===== src/rtl/conv_seq_pkg.sv =====
// conv_seq_pkg: shared FSM states, window geometry and sizing helpers for the
// 3x3 convolution frame sequencer.
package conv_seq_pkg;
  typedef enum logic [1:0] {IDLE, RUN, DRAIN, DONE} state_t;
  localparam int WIN_ELEMS = 9;
  function automatic int n_out(input int w, input int h);
    return (h - 2) * (w - 2);
  endfunction
  function automatic int beat_w(input int dw);
    return 2 * WIN_ELEMS * dw;
  endfunction
endpackage


===== src/rtl/conv_result_fifo.sv =====
// conv_result_fifo: synchronous first-word-fall-through FIFO with occupancy count;
// the head entry is visible on dout_o whenever valid_o is high.
module conv_result_fifo #(
  parameter int WIDTH = 21,
  parameter int DEPTH = 4
) (
  input  logic                             aclk,
  input  logic                             aresetn,
  input  logic                             push_i,
  input  logic [WIDTH-1:0]                 din_i,
  input  logic                             pop_i,
  output logic [WIDTH-1:0]                 dout_o,
  output logic                             valid_o,
  output logic [$clog2(DEPTH+1)-1:0]       count_o
);
  localparam int AW = $clog2(DEPTH);
  localparam int CW = $clog2(DEPTH + 1);
  logic [DEPTH-1:0][WIDTH-1:0] mem_q;
  logic [AW-1:0] wr_q, rd_q;
  logic [CW-1:0] cnt_q;
  logic do_pop;
  assign valid_o = cnt_q != '0;
  assign do_pop = pop_i && valid_o;
  assign dout_o = valid_o ? mem_q[rd_q] : '0;
  assign count_o = cnt_q;
  always_ff @(posedge aclk)
    if (!aresetn) begin
      wr_q <= '0;
      rd_q <= '0;
      cnt_q <= '0;
    end else begin
      if (push_i) begin
        mem_q[wr_q] <= din_i;
        wr_q <= wr_q + 1'b1;
      end
      if (do_pop) rd_q <= rd_q + 1'b1;
      cnt_q <= (push_i && !do_pop) ? cnt_q + 1'b1 : (!push_i && do_pop) ? cnt_q - 1'b1 : cnt_q;
    end
  // Upstream credit accounting must make this unreachable.
  assert property (@(posedge aclk) disable iff (!aresetn) !(push_i && cnt_q == CW'(DEPTH)));
endmodule


===== src/rtl/conv3x3_frame_sequencer.sv =====
// conv3x3_frame_sequencer: streams a raster frame through two line buffers, issues one
// patch+kernel beat per unpadded 3x3 window and collects engine results into an output FIFO.
module conv3x3_frame_sequencer
  import conv_seq_pkg::*;
#(
  parameter int DATA_WIDTH = 8,
  parameter int OUT_WIDTH  = 20,
  parameter int IMG_W      = 8,
  parameter int IMG_H      = 8,
  parameter int ENGINE_LAT = 4,
  parameter int FIFO_DEPTH = 4
) (
  input  logic                              aclk,
  input  logic                              aresetn,
  input  logic [WIN_ELEMS*DATA_WIDTH-1:0]   cfg_kernel,
  input  logic                              cfg_load,
  input  logic                              start,
  input  logic [DATA_WIDTH-1:0]             s_pix_tdata,
  input  logic                              s_pix_tvalid,
  output logic                              s_pix_tready,
  output logic [beat_w(DATA_WIDTH)-1:0]     eng_tdata,
  output logic                              eng_tvalid,
  input  logic [OUT_WIDTH-1:0]              eng_result,
  output logic [OUT_WIDTH-1:0]              m_axis_tdata,
  output logic                              m_axis_tvalid,
  input  logic                              m_axis_tready,
  output logic                              m_axis_tlast,
  output logic                              busy,
  output logic                              done
);
  localparam int NO = n_out(IMG_W, IMG_H);
  localparam int CW = $clog2(IMG_W);
  localparam int RW = $clog2(IMG_H);
  localparam int NW = $clog2(NO + 1);
  localparam int FW = $clog2(FIFO_DEPTH + 1);
  state_t state_q, state_d;
  logic [WIN_ELEMS*DATA_WIDTH-1:0] kernel_q;
  logic [WIN_ELEMS-1:0][DATA_WIDTH-1:0] win_q, win_d;
  logic [IMG_W-1:0][DATA_WIDTH-1:0] lb0_q, lb1_q;
  logic [CW-1:0] col_q;
  logic [RW-1:0] row_q;
  logic [NW-1:0] res_q;
  logic [ENGINE_LAT-1:0] infl_q;
  logic [FW-1:0] fifo_cnt;
  logic acc, issue, col_end, last_pix, push, drained;
  assign col_end = col_q == CW'(IMG_W - 1);
  // Every issued-but-unpopped result owns a FIFO slot, so the engine can never overrun it.
  assign s_pix_tready = state_q == RUN && int'(fifo_cnt) + $countones(infl_q) < FIFO_DEPTH;
  assign acc = s_pix_tvalid && s_pix_tready;
  assign issue = acc && row_q >= RW'(2) && col_q >= CW'(2);
  assign last_pix = acc && col_end && row_q == RW'(IMG_H - 1);
  assign push = infl_q[ENGINE_LAT-1];
  assign drained = infl_q == '0 && fifo_cnt == '0;
  // New column enters on the right: two rows back, one row back, current pixel.
  assign win_d = {s_pix_tdata, win_q[8:7], lb0_q[IMG_W-1], win_q[5:4], lb1_q[IMG_W-1], win_q[2:1]};
  assign eng_tdata = {kernel_q, win_q};
  assign eng_tvalid = infl_q[0];
  assign busy = state_q != IDLE;
  assign done = state_q == DONE;
  always_comb begin
    state_d = state_q;
    unique case (state_q)
      IDLE:  if (start) state_d = RUN;
      RUN:   if (last_pix) state_d = DRAIN;
      DRAIN: if (drained) state_d = DONE;
      DONE:  state_d = IDLE;
    endcase
  end
  always_ff @(posedge aclk)
    if (!aresetn) begin
      state_q <= IDLE;
      kernel_q <= '0;
      win_q <= '0;
      lb0_q <= '0;
      lb1_q <= '0;
      col_q <= '0;
      row_q <= '0;
      res_q <= '0;
      infl_q <= '0;
    end else begin
      state_q <= state_d;
      if (state_q == IDLE && cfg_load) kernel_q <= cfg_kernel;
      if (state_q == IDLE && start) begin
        col_q <= '0;
        row_q <= '0;
        res_q <= '0;
      end else if (acc) begin
        col_q <= col_end ? '0 : col_q + 1'b1;
        if (col_end) row_q <= row_q + 1'b1;
      end
      if (acc) begin
        win_q <= win_d;
        lb0_q <= {lb0_q[IMG_W-2:0], s_pix_tdata};
        lb1_q <= {lb1_q[IMG_W-2:0], lb0_q[IMG_W-1]};
      end
      infl_q <= ENGINE_LAT'({infl_q, issue});
      if (push) res_q <= res_q + 1'b1;
    end
  conv_result_fifo #(.WIDTH(OUT_WIDTH + 1), .DEPTH(FIFO_DEPTH)) u_fifo (
    .aclk    (aclk),
    .aresetn (aresetn),
    .push_i  (push),
    .din_i   ({res_q == NW'(NO - 1), eng_result}),
    .pop_i   (m_axis_tready),
    .dout_o  ({m_axis_tlast, m_axis_tdata}),
    .valid_o (m_axis_tvalid),
    .count_o (fifo_cnt)
  );
endmodule


===== config.mk =====
export PLATFORM = sky130hd
export DESIGN_NAME = conv3x3_frame_sequencer
export DESIGN_NICKNAME = d
export VERILOG_FILES = /design/src/rtl/conv_seq_pkg.sv /design/src/rtl/conv_result_fifo.sv /design/src/rtl/conv3x3_frame_sequencer.sv
export SDC_FILE = /design/constraint.sdc
export NUM_CORES = 1
export LEC_CHECK = 0
export ABC_CLOCK_PERIOD_IN_PS = 5300
export CAP_MARGIN = 20
export CORE_ASPECT_RATIO = 0.8
export CORE_MARGIN = 2
export CORE_UTILIZATION = 30
export CTS_CLUSTER_DIAMETER = 200
export CTS_CLUSTER_SIZE = 12
export DETAILED_ROUTE_END_ITERATION = 16
export PLACE_DENSITY = 0.51
export SYNTH_ARGS = -nofsm -noshare
export SYNTH_HDL_FRONTEND = slang
export SYNTH_HIERARCHICAL = 1
export SYNTH_SLANG_ARGS = --single-unit

===== constraint.sdc =====
create_clock -name aclk -period 5.3 [get_ports aclk]
set_clock_uncertainty 0.05 [all_clocks]
set_input_delay 1.06 -clock aclk [delete_from_list [all_inputs] [get_ports aclk]]
set_output_delay 1.06 -clock aclk [all_outputs]
set_load 0.02 [all_outputs]

; After elaboration in Yosys (flattened, before gate mapping)
; Cells that the tools add are included.
[totals]
out_inout_bits = 170
reg_bits = 333
elab_cells = 100
in_bits = 106
[op_classes]
eq_ne = 9
magnitude_cmp = 6
n_bitwise = 1
n_reduce_logical = 26
n_mux = 15
add_sub_neg = 11
[ops]
columns = op, n
row1 = 84-bit bitwise mux, 1
row2 = 21-bit 2-to-1 mux, 3
row3 = 21-bit binary-select mux with 2-bit select, 1
row4 = 21-bit demux with 2-bit select, 1
row5 = 1-bit logical AND, 13
row6 = 6-bit 2-to-1 mux, 2
row7 = "3-bit by 1-bit adder with 3-bit output, second input constant", 3
row8 = 3-bit 2-to-1 mux, 3
row9 = 2-bit one-hot mux with 4 select lines, 1
row10 = "6-bit by 1-bit adder with 6-bit output, second input constant", 1
row11 = "3-bit == test, second input constant", 2
row12 = "6-bit == test, second input constant", 1
row13 = "3-bit by 2-bit greater-or-equal comparator with 1-bit output, second input constant", 2
row14 = "2-bit by 3-bit < comparator with 1-bit output, second input constant", 2
row15 = 2-bit 2-to-1 mux, 3
row16 = "2-bit inequality test, second input constant", 3
row17 = 2-bit nonzero test, 3
row18 = 1-bit by 1-bit adder with 2-bit output, 2
row19 = "2-bit by 1-bit adder with 2-bit output, second input constant", 2
row20 = 3-bit by 3-bit adder with 4-bit output, 1
row21 = "2-bit == test, second input constant", 2
row22 = 4-bit logical NOT, 1
row23 = "4-bit by 3-bit < comparator with 1-bit output, second input constant", 1
row24 = 2-bit AND reduction, 2
row25 = other kinds (11), 12

; Logic depth before layout (Yosys ltp)
; Gate-level depths: netlist (run 1).
[logic_depth]
depth_word = 10
mapped_depth = 8
ltp_nobuf = 7

; Cells and area by module
; The synthesis (run 1) kept the hierarchy.
[modules_own_cells]
columns = module, cells_each, seq_area_each_um2, area_each_um2, n_inst
row1 = conv3x3_frame_sequencer, 1129, 4844.6, 9638.0, 1
row2 = conv_result_fifo, 175, 2662.6, 3617.2, 1

; Worst setup path after synthesis (run 1)
; OpenSTA, ideal clock, no wires.
[synth_path]
path_type = reg-to-output
from = register infl_q[3]
to = output port s_pix_tready
stages_incl_launch_ff = 5
arrival_ns = 1.675
required_time_ns = 4.190
n_path_buf = 0
setup_slack_ns = 2.515
cell_sequence = dfxtp_1 -> fa_1 -> ha_1 -> a21oi_2 -> o21a_1
[synth_via]
elab_chain_len = 5
[synth_lines]
columns = item, line_no
row1 = start: declaration, conv3x3_frame_sequencer.sv:43  ; logic [ENGINE_LAT-1:0] infl_q;
row2 = start signal: assignment, conv3x3_frame_sequencer.sv:96  ; infl_q <= ENGINE_LAT'({infl_q, issue});
row3 = 1-bit by 1-bit adder with 2-bit output (not written as such), conv3x3_frame_sequencer.sv:48  ; assign s_pix_tready = state_q == RUN && int'(fifo_cnt) + $countones(infl_q) < FIFO_DEPTH;
row4 = 2-bit by 2-bit adder with 3-bit output (not written as such), conv3x3_frame_sequencer.sv:48
row5 = 3-bit by 3-bit adder with 4-bit output, conv3x3_frame_sequencer.sv:48
row6 = 4-bit by 3-bit < comparator with 1-bit output, conv3x3_frame_sequencer.sv:48
row7 = 1-bit logical AND, conv3x3_frame_sequencer.sv:48
row8 = end: declaration, conv3x3_frame_sequencer.sv:20  ; output logic s_pix_tready,
; Every way passes these cells.

; Worst setup path in the final report (run 1)
; Ends and elaborated chain as after synthesis.

==> impl_results.md, run 1 <==
- Outcome: complete, no violations
- Iter 0 DRT Violations: 481
- Hold slack final: 397 ps
- Lkg Pwr: 0.00562 uW
- Synth area leaders: dfxtp_1 38%, edfxtp_1 19%, nand2_1 13%
- Critical path data arrival time: 3220 ps
- CP Launch Type: register
- Total GRT Usage: 13.1%
- CTS tree: done
- Initial core utilization: 30.5%
- Pwr dens: 346 mW/mm2
- Worst-path fanout max: 20
- Clk_lat worst skew: 560 ps
- Tcrit/Tclk final: 81.6%
- Worst Max-Slew Pin Slew: 995 ps
- Drt pass-1 iters: 4
- Most used DFF post-synth: dfxtp_1
- Clock Tree Root: clkbuf_16
- Nets: 1619
- Worst EP required: 4190 ps
- Yosys cell types: 46
- Sinks on the clock net: 333
- Vias in the first global route: 8888
- Peak VDD IR: 0.223 mV
- Vias: 9249
- Peak Freq: 231 MHz
- Largest net degree at the start of global routing: 140
- Max-Cap Viols: 0
- Hold buffer count at CTS: 0
- Cells after Synth: 1304
- Die area: 0.0459 mm2
- Synth-to-layout area growth: 26.9%
- Post_cts resized: 0
- IO Count: 276
- Wirelength per Cell: 15.2 um
- Die Width: 239 um
- Antenna Nets Post-Route: 0
- Max Root-Sink Buffers: 3
- Mapped Avg Cell Area: 10.2 um2
- Final WL: 31300 um
- Synth warn: 6
- Top-count cell post-synth: nand2_1
- EDFF count, synth: 84
- Std-Cell Rows: 68
- Asr flop ratio synth: 0%
- Post-CTS Setup Inserts: 0
- Pins Over Slew Limit: 0
- Via density: 4.49
- Commonest cells in the netlist: 465 x nand2_1, 249 x dfxtp_1, 142 x a21boi_1, 86 x a21boi_0, 84 x edfxtp_1
- Port Buffers: 275
- Minimum clock period: 4330 ps
- H-tree levels: 1
- Crit. End Element: output port
- Setup_tns: 0 ps
- Synthesized flop and latch total: 333
- Seq/Total Area, Yosys: 56.6%
- CORE AREA: 0.0434 mm2
- Dpl hpwl: 19900 um
- Fill cell count: 4280
- Final Wtd Congestion: 0.695
- Overflow after GRT: 0
- Syn nets: 1430
- RSZ-0062 raised after global routing: false
- DRC: 0
- Slew HR: 33.7%
- Total CTS buffers: 31
- Finish-stage setup viols: 0
- Synth top area share: 37.6%
- First-pass GRT wire length: 49000 um
- Clk slew on worst S/H paths: 70 ps
- Post-synth top area cell: dfxtp_1
- CP Class: register to output port
- Mapped cell area: 0.0133 mm2
- Final hold vios: 0
- Worst min path class: register to register
- Die Ht: 192 um
- Share of layout cells above drive strength 1: 5.13%
- Antenna violations before repair: 1
## report_power, final
group / total, uW / internal [uW] / switching (uW)
sequential: 2780 / 2720 / 63.1
combinational: 1070 / 409 / 665
clock: 1960 / 1050 / 915
## through the flow
stage,total power [uW],utilization [%],instance area [um2],setup WS [ps],std cells
floorplan,3510,-,13300,2510,1304
global route,6120,38.8,16800,800,2061
detailed placement,3940,36.9,16000,1540,2020
global placement,3930,36.9,16000,1540,2020
CTS,5930,38.8,16800,882,2061
finish,5820,38.8,16800,974,2062
## cell usage in the layout, fill, tap and decap left out, drive strengths merged, types with 3 or more instances in the layout
| cell | n |
|---|---|
| a21boi | 228 |
| a21oi | 7 |
| and2 | 9 |
| and3 | 4 |
| buf | 14 |
| clkbuf | 40 |
| clkdlybuf4s50 | 274 |
| dfxtp | 249 |
| edfxtp | 84 |
| ha | 18 |
| inv | 12 |
| mux2i | 5 |
| mux4 | 21 |
| nand2 | 465 |
| nand3 | 3 |
| nor2 | 4 |
| nor2b | 25 |
| o211ai | 3 |
| o21ai | 6 |
| or3 | 4 |
| xor2 | 3 |
## worst paths after layout
kind         cells past startpoint                   endpoint  slack [ps]                   start
max                              5               s_pix_tready         970    infl_q[3]$_SDFF_PN0_
min                              2     lb1_q[49]$_SDFFE_PN0P_         400  lb1_q[41]$_SDFFE_PN0P_
max reg2reg                      7  eng_tdata[8]$_SDFFE_PN0P_        1850    infl_q[3]$_SDFF_PN0_
min reg2reg                      2     lb1_q[49]$_SDFFE_PN0P_         400  lb1_q[41]$_SDFFE_PN0P_
## worst max-delay path, stage by stage (launching register included)
cell             delay [ps]
dfxtp_1                 740
fa_1                    530
ha_1                    290
a21oi_2                 320
o21a_1                  160
clkdlybuf4s50_1         610
## sequential cells by signal, indices dropped and copies added, names as in the netlist
name,flops
state_q,2
lb1_q,64
u_fifo/mem_q,84
res_q,6
u_fifo/count_o,3
infl_q,4
kernel_q,72
lb0_q,64
eng_tdata,24
u_fifo/wr_q,2
row_q,3
u_fifo/rd_q,2
col_q,3
## layer usage
layer | track usage, % | share of wire (%)
met1 | 17.8 | 47
met2 | 21.2 | 46
met3 | 3.05 | 4.8
met4 | 3.20 | 2.1
met5 | 0 | 0
## logic make-up after synthesis
group,count (synthesis),synth area share (%)
flops,333,56.6
buf+inv,144,6.77
mux,26,3.95
simple gates,523,16.1
fa+ha+maj,20,2.00
xor+xnor,5,0.330
compound gates,253,14.3
## area by class of cell
class / instances / area [um2] / area share [%]
multi-input combinational: 827 / 4880 / 29.0
antenna: 1 / 2.50 / 0.0149
sequential: 333 / 7510 / 44.6
inverter: 12 / 45.0 / 0.268
timing repair buffer: 288 / 2880 / 17.1
tap: 560 / 701 / 4.17
clock inverter: 1 / 5.00 / 0.0298
clock buffer: 40 / 810 / 4.81
(Power assumes the default switching activity.)
==> run 2: changes to the inputs <==
--- a/config.mk
+++ b/config.mk
@@ -5,7 +5,7 @@
 export SDC_FILE = /design/constraint.sdc
 export NUM_CORES = 1
 export LEC_CHECK = 0
-export ABC_CLOCK_PERIOD_IN_PS = 5300
+export ABC_CLOCK_PERIOD_IN_PS = 4400
 export CAP_MARGIN = 20
 export CORE_ASPECT_RATIO = 0.8
 export CORE_MARGIN = 2
==> constraint.sdc (replaced) <==
create_clock -name aclk -period 4.4 [get_ports aclk]
set_clock_uncertainty 0.05 [all_clocks]
set_input_delay 0.88 -clock aclk [delete_from_list [all_inputs] [get_ports aclk]]
set_output_delay 0.88 -clock aclk [all_outputs]
set_load 0.02 [all_outputs]
==> run 2 against run 1 <==
  * Clock power grew 21%
  * Cell count is essentially flat
  * Clock-buffer cell count is the same
  * Worst hold slack lost 2.0 ps
  * Critical path type unchanged
  * Critical endpoint unchanged
==> impl_results.md, run 2 (synthesized netlist as in run 1, its figures left out) <==
- Largest register FFs: 84 (unchanged)
- Largest net degree at the start of global routing: 204 (was 140)
- Die Ht: 192 um (unchanged)
- Dpl hpwl: 19800 um (was 19900 um)
- Die area: 0.0459 mm2 (unchanged)
- Post-Layout Cell Count: 2064 (was 2062)
- Final hold vios: 0 (unchanged)
- Outcome: complete, no violations (unchanged)
- Sw Share: 28.2% (about the same)
- Cells after DPL: 2022 (was 2020)
- Part of the power in combinational logic: 18.8% (was 18.5%)
- Seq pwr share: 47.6% (was 47.8%)
- RR Startpoint: infl_q[3]$_SDFF_PN0_ (unchanged)
- Peak Freq: 240 MHz
- Register Area: 0.00751 mm2 (unchanged)
- Hold buffer count at CTS: 0 (unchanged)
- Total CTS buffers: 31 (unchanged)
- Pins Over Slew Limit: 0 (unchanged)
- DRC: 0 (unchanged)
- Std-Cell Rows: 68 (unchanged)
- Antenna violations before repair: 0 (was 1)
- Antenna Nets Post-Route: 0 (unchanged)
- Final Wtd Congestion: 0.685 (was 0.695)
- Top reg by flops: u_fifo/mem_q (unchanged)
- CORE AREA: 0.0434 mm2 (unchanged)
- Worst Max-Slew Pin Slew: 1040 ps (was 995 ps)
- Worst-path fanout max: 20 (unchanged)
- Critical path data arrival time: 3230 ps (was 3220 ps)
- Clock Tree Root: clkbuf_16 (unchanged)
- Dpl ws: 795 ps (was 1540 ps)
- Worst min path class: register to register (unchanged)
- Crit. End Element: output port (unchanged)
- First-pass GRT wire length: 48700 um (was 49000 um)
- Slew HR: 30.5% (was 33.7%)
- Int Power: 5050 uW (was 4180 uW)
- Clk pwr share: 33.6% (was 33.7%)
- Vias: 9217 (was 9249)
- Peak VDD IR: 0.280 mV (was 0.223 mV)
- Max-Cap Viols: 0 (unchanged)
- Via density: 4.47 (was 4.49)
- Final setup margin: 242 ps (was 974 ps)
- Final WL: 31300 um (about the same)
- Synth-to-layout area growth: 27.4% (was 26.9%)
- Setup_tns: 0 ps (unchanged)
- Vias in the first global route: 8838 (was 8888)
- Finish-stage setup viols: 0 (unchanged)
- Pwr dens: 417 mW/mm2 (was 346 mW/mm2)
- Nets: 1621 (was 1619)
- Critical Path Start: infl_q[3]$_SDFF_PN0_ (unchanged)
- Worst EP required: 3470 ps (was 4190 ps)
- RSZ-0062 raised after global routing: false (unchanged)
- IO Count: 276 (unchanged)
- Sinks on the clock net: 333 (unchanged)
- H-tree levels: 1 (unchanged)
- Largest regs: u_fifo/mem_q: 84 flops, kernel_q: 72 flops (unchanged)
- Share of layout cells above drive strength 1: 5.26% (was 5.13%)
- CP Class: register to output port (unchanged)
- Clk slew on worst S/H paths: 70 ps (about the same)
- Drt pass-1 iters: 5 (was 4)
- Worst hold start: lb1_q[43]$_SDFFE_PN0P_ (was lb1_q[41]$_SDFFE_PN0P_)
- Fill cell count: 4299 (was 4280)
- Wirelength per Cell: 15.1 um (was 15.2 um)
- Area of the multi-input gates: 0.00488 mm2 (unchanged)
- Initial core utilization: 30.5% (unchanged)
- Lkg Pwr: 0.00565 uW (was 0.00562 uW)
- Most frequent cells in the layout: 464 x nand2_1, 274 x clkdlybuf4s50_1, 249 x dfxtp_1 (unchanged)
- Port Buffers: 275 (unchanged)
- Post-CTS Setup Inserts: 0 (unchanged)
- Post_cts resized: 0 (unchanged)
- Clk_lat worst skew: 570 ps (was 560 ps)
- Max Root-Sink Buffers: 3 (unchanged)
- Minimum clock period: 4160 ps
- Overflow after GRT: 0 (unchanged)
- Commonest non-fill, non-tap cell in the layout: nand2_1 (unchanged)
- Iter 0 DRT Violations: 458 (was 481)
- Die Width: 239 um (unchanged)
- Switch Pwr: 1990 uW (was 1640 uW)
- CTS tree: done (unchanged)
- Tcrit/Tclk final: 94.5%
- Total GRT Usage: 13.1% (about the same)
- Hold slack final: 394 ps (was 397 ps)
- CP Launch Type: register (unchanged)
run 2: critical path: stages (launching register included):
cell             delay, ps
dfxtp_1                760
fa_1                   530
ha_1                   290
a21oi_2                310
o21a_1                 160
clkdlybuf4s50_1        600
run 2: power by group through the flow:
stage	clock network (uW)	logic (uW)	registers [uW]
after global routing	2580	1440	3370
after CTS	2480	1350	3350
final	2370	1320	3350
after detailed placement	0	1350	3420
after floorplan	0	666	3560
after global placement	0	1340	3410
run 2: path summary, 6_finish.rpt:
| path | endpoint | slack [ps] | cells past startpoint |
|---|---|---|---|
| setup / recovery | s_pix_tready | 240 | 5 |
| hold / removal | lb1_q[51]$_SDFFE_PN0P_ | 390 | 2 |
| setup reg to reg | lb0_q[39]$_SDFFE_PN0P_ | 1040 | 7 |
| hold reg to reg | lb1_q[51]$_SDFFE_PN0P_ | 390 | 2 |
run 2: final cells by class:
| cell class | instances | area share (%) |
|---|---|---|
| clock inverters | 1 | 0.0296 |
| flip-flops and latches | 333 | 44.5 |
| diodes | 1 | 0.0148 |
| inverters | 12 | 0.267 |
| well taps | 560 | 4.15 |
| clock buffers | 40 | 4.79 |
| repair buffers | 290 | 17.4 |
| multi-input cells | 827 | 28.9 |
run 2: metal layers:
metal / share of wire [%] / track usage (%) / vias up
li1: - / - / 4642
met1: 47 / 17.6 / 4386
met2: 47 / 21.6 / 145
met3: 4.5 / 2.82 / 44
met4: 2.0 / 3.27 / 0
met5: 0 / 0 / -
run 2: through the flow:
step | util (%) | area, um2 | total power, uW
floorplan | - | 13300 | 4220
finish | 38.9 | 16900 | 7040
global route | 38.9 | 16900 | 7390
CTS | 38.9 | 16900 | 7180
global placement | 37.0 | 16100 | 4750
detailed placement | 37.0 | 16100 | 4770
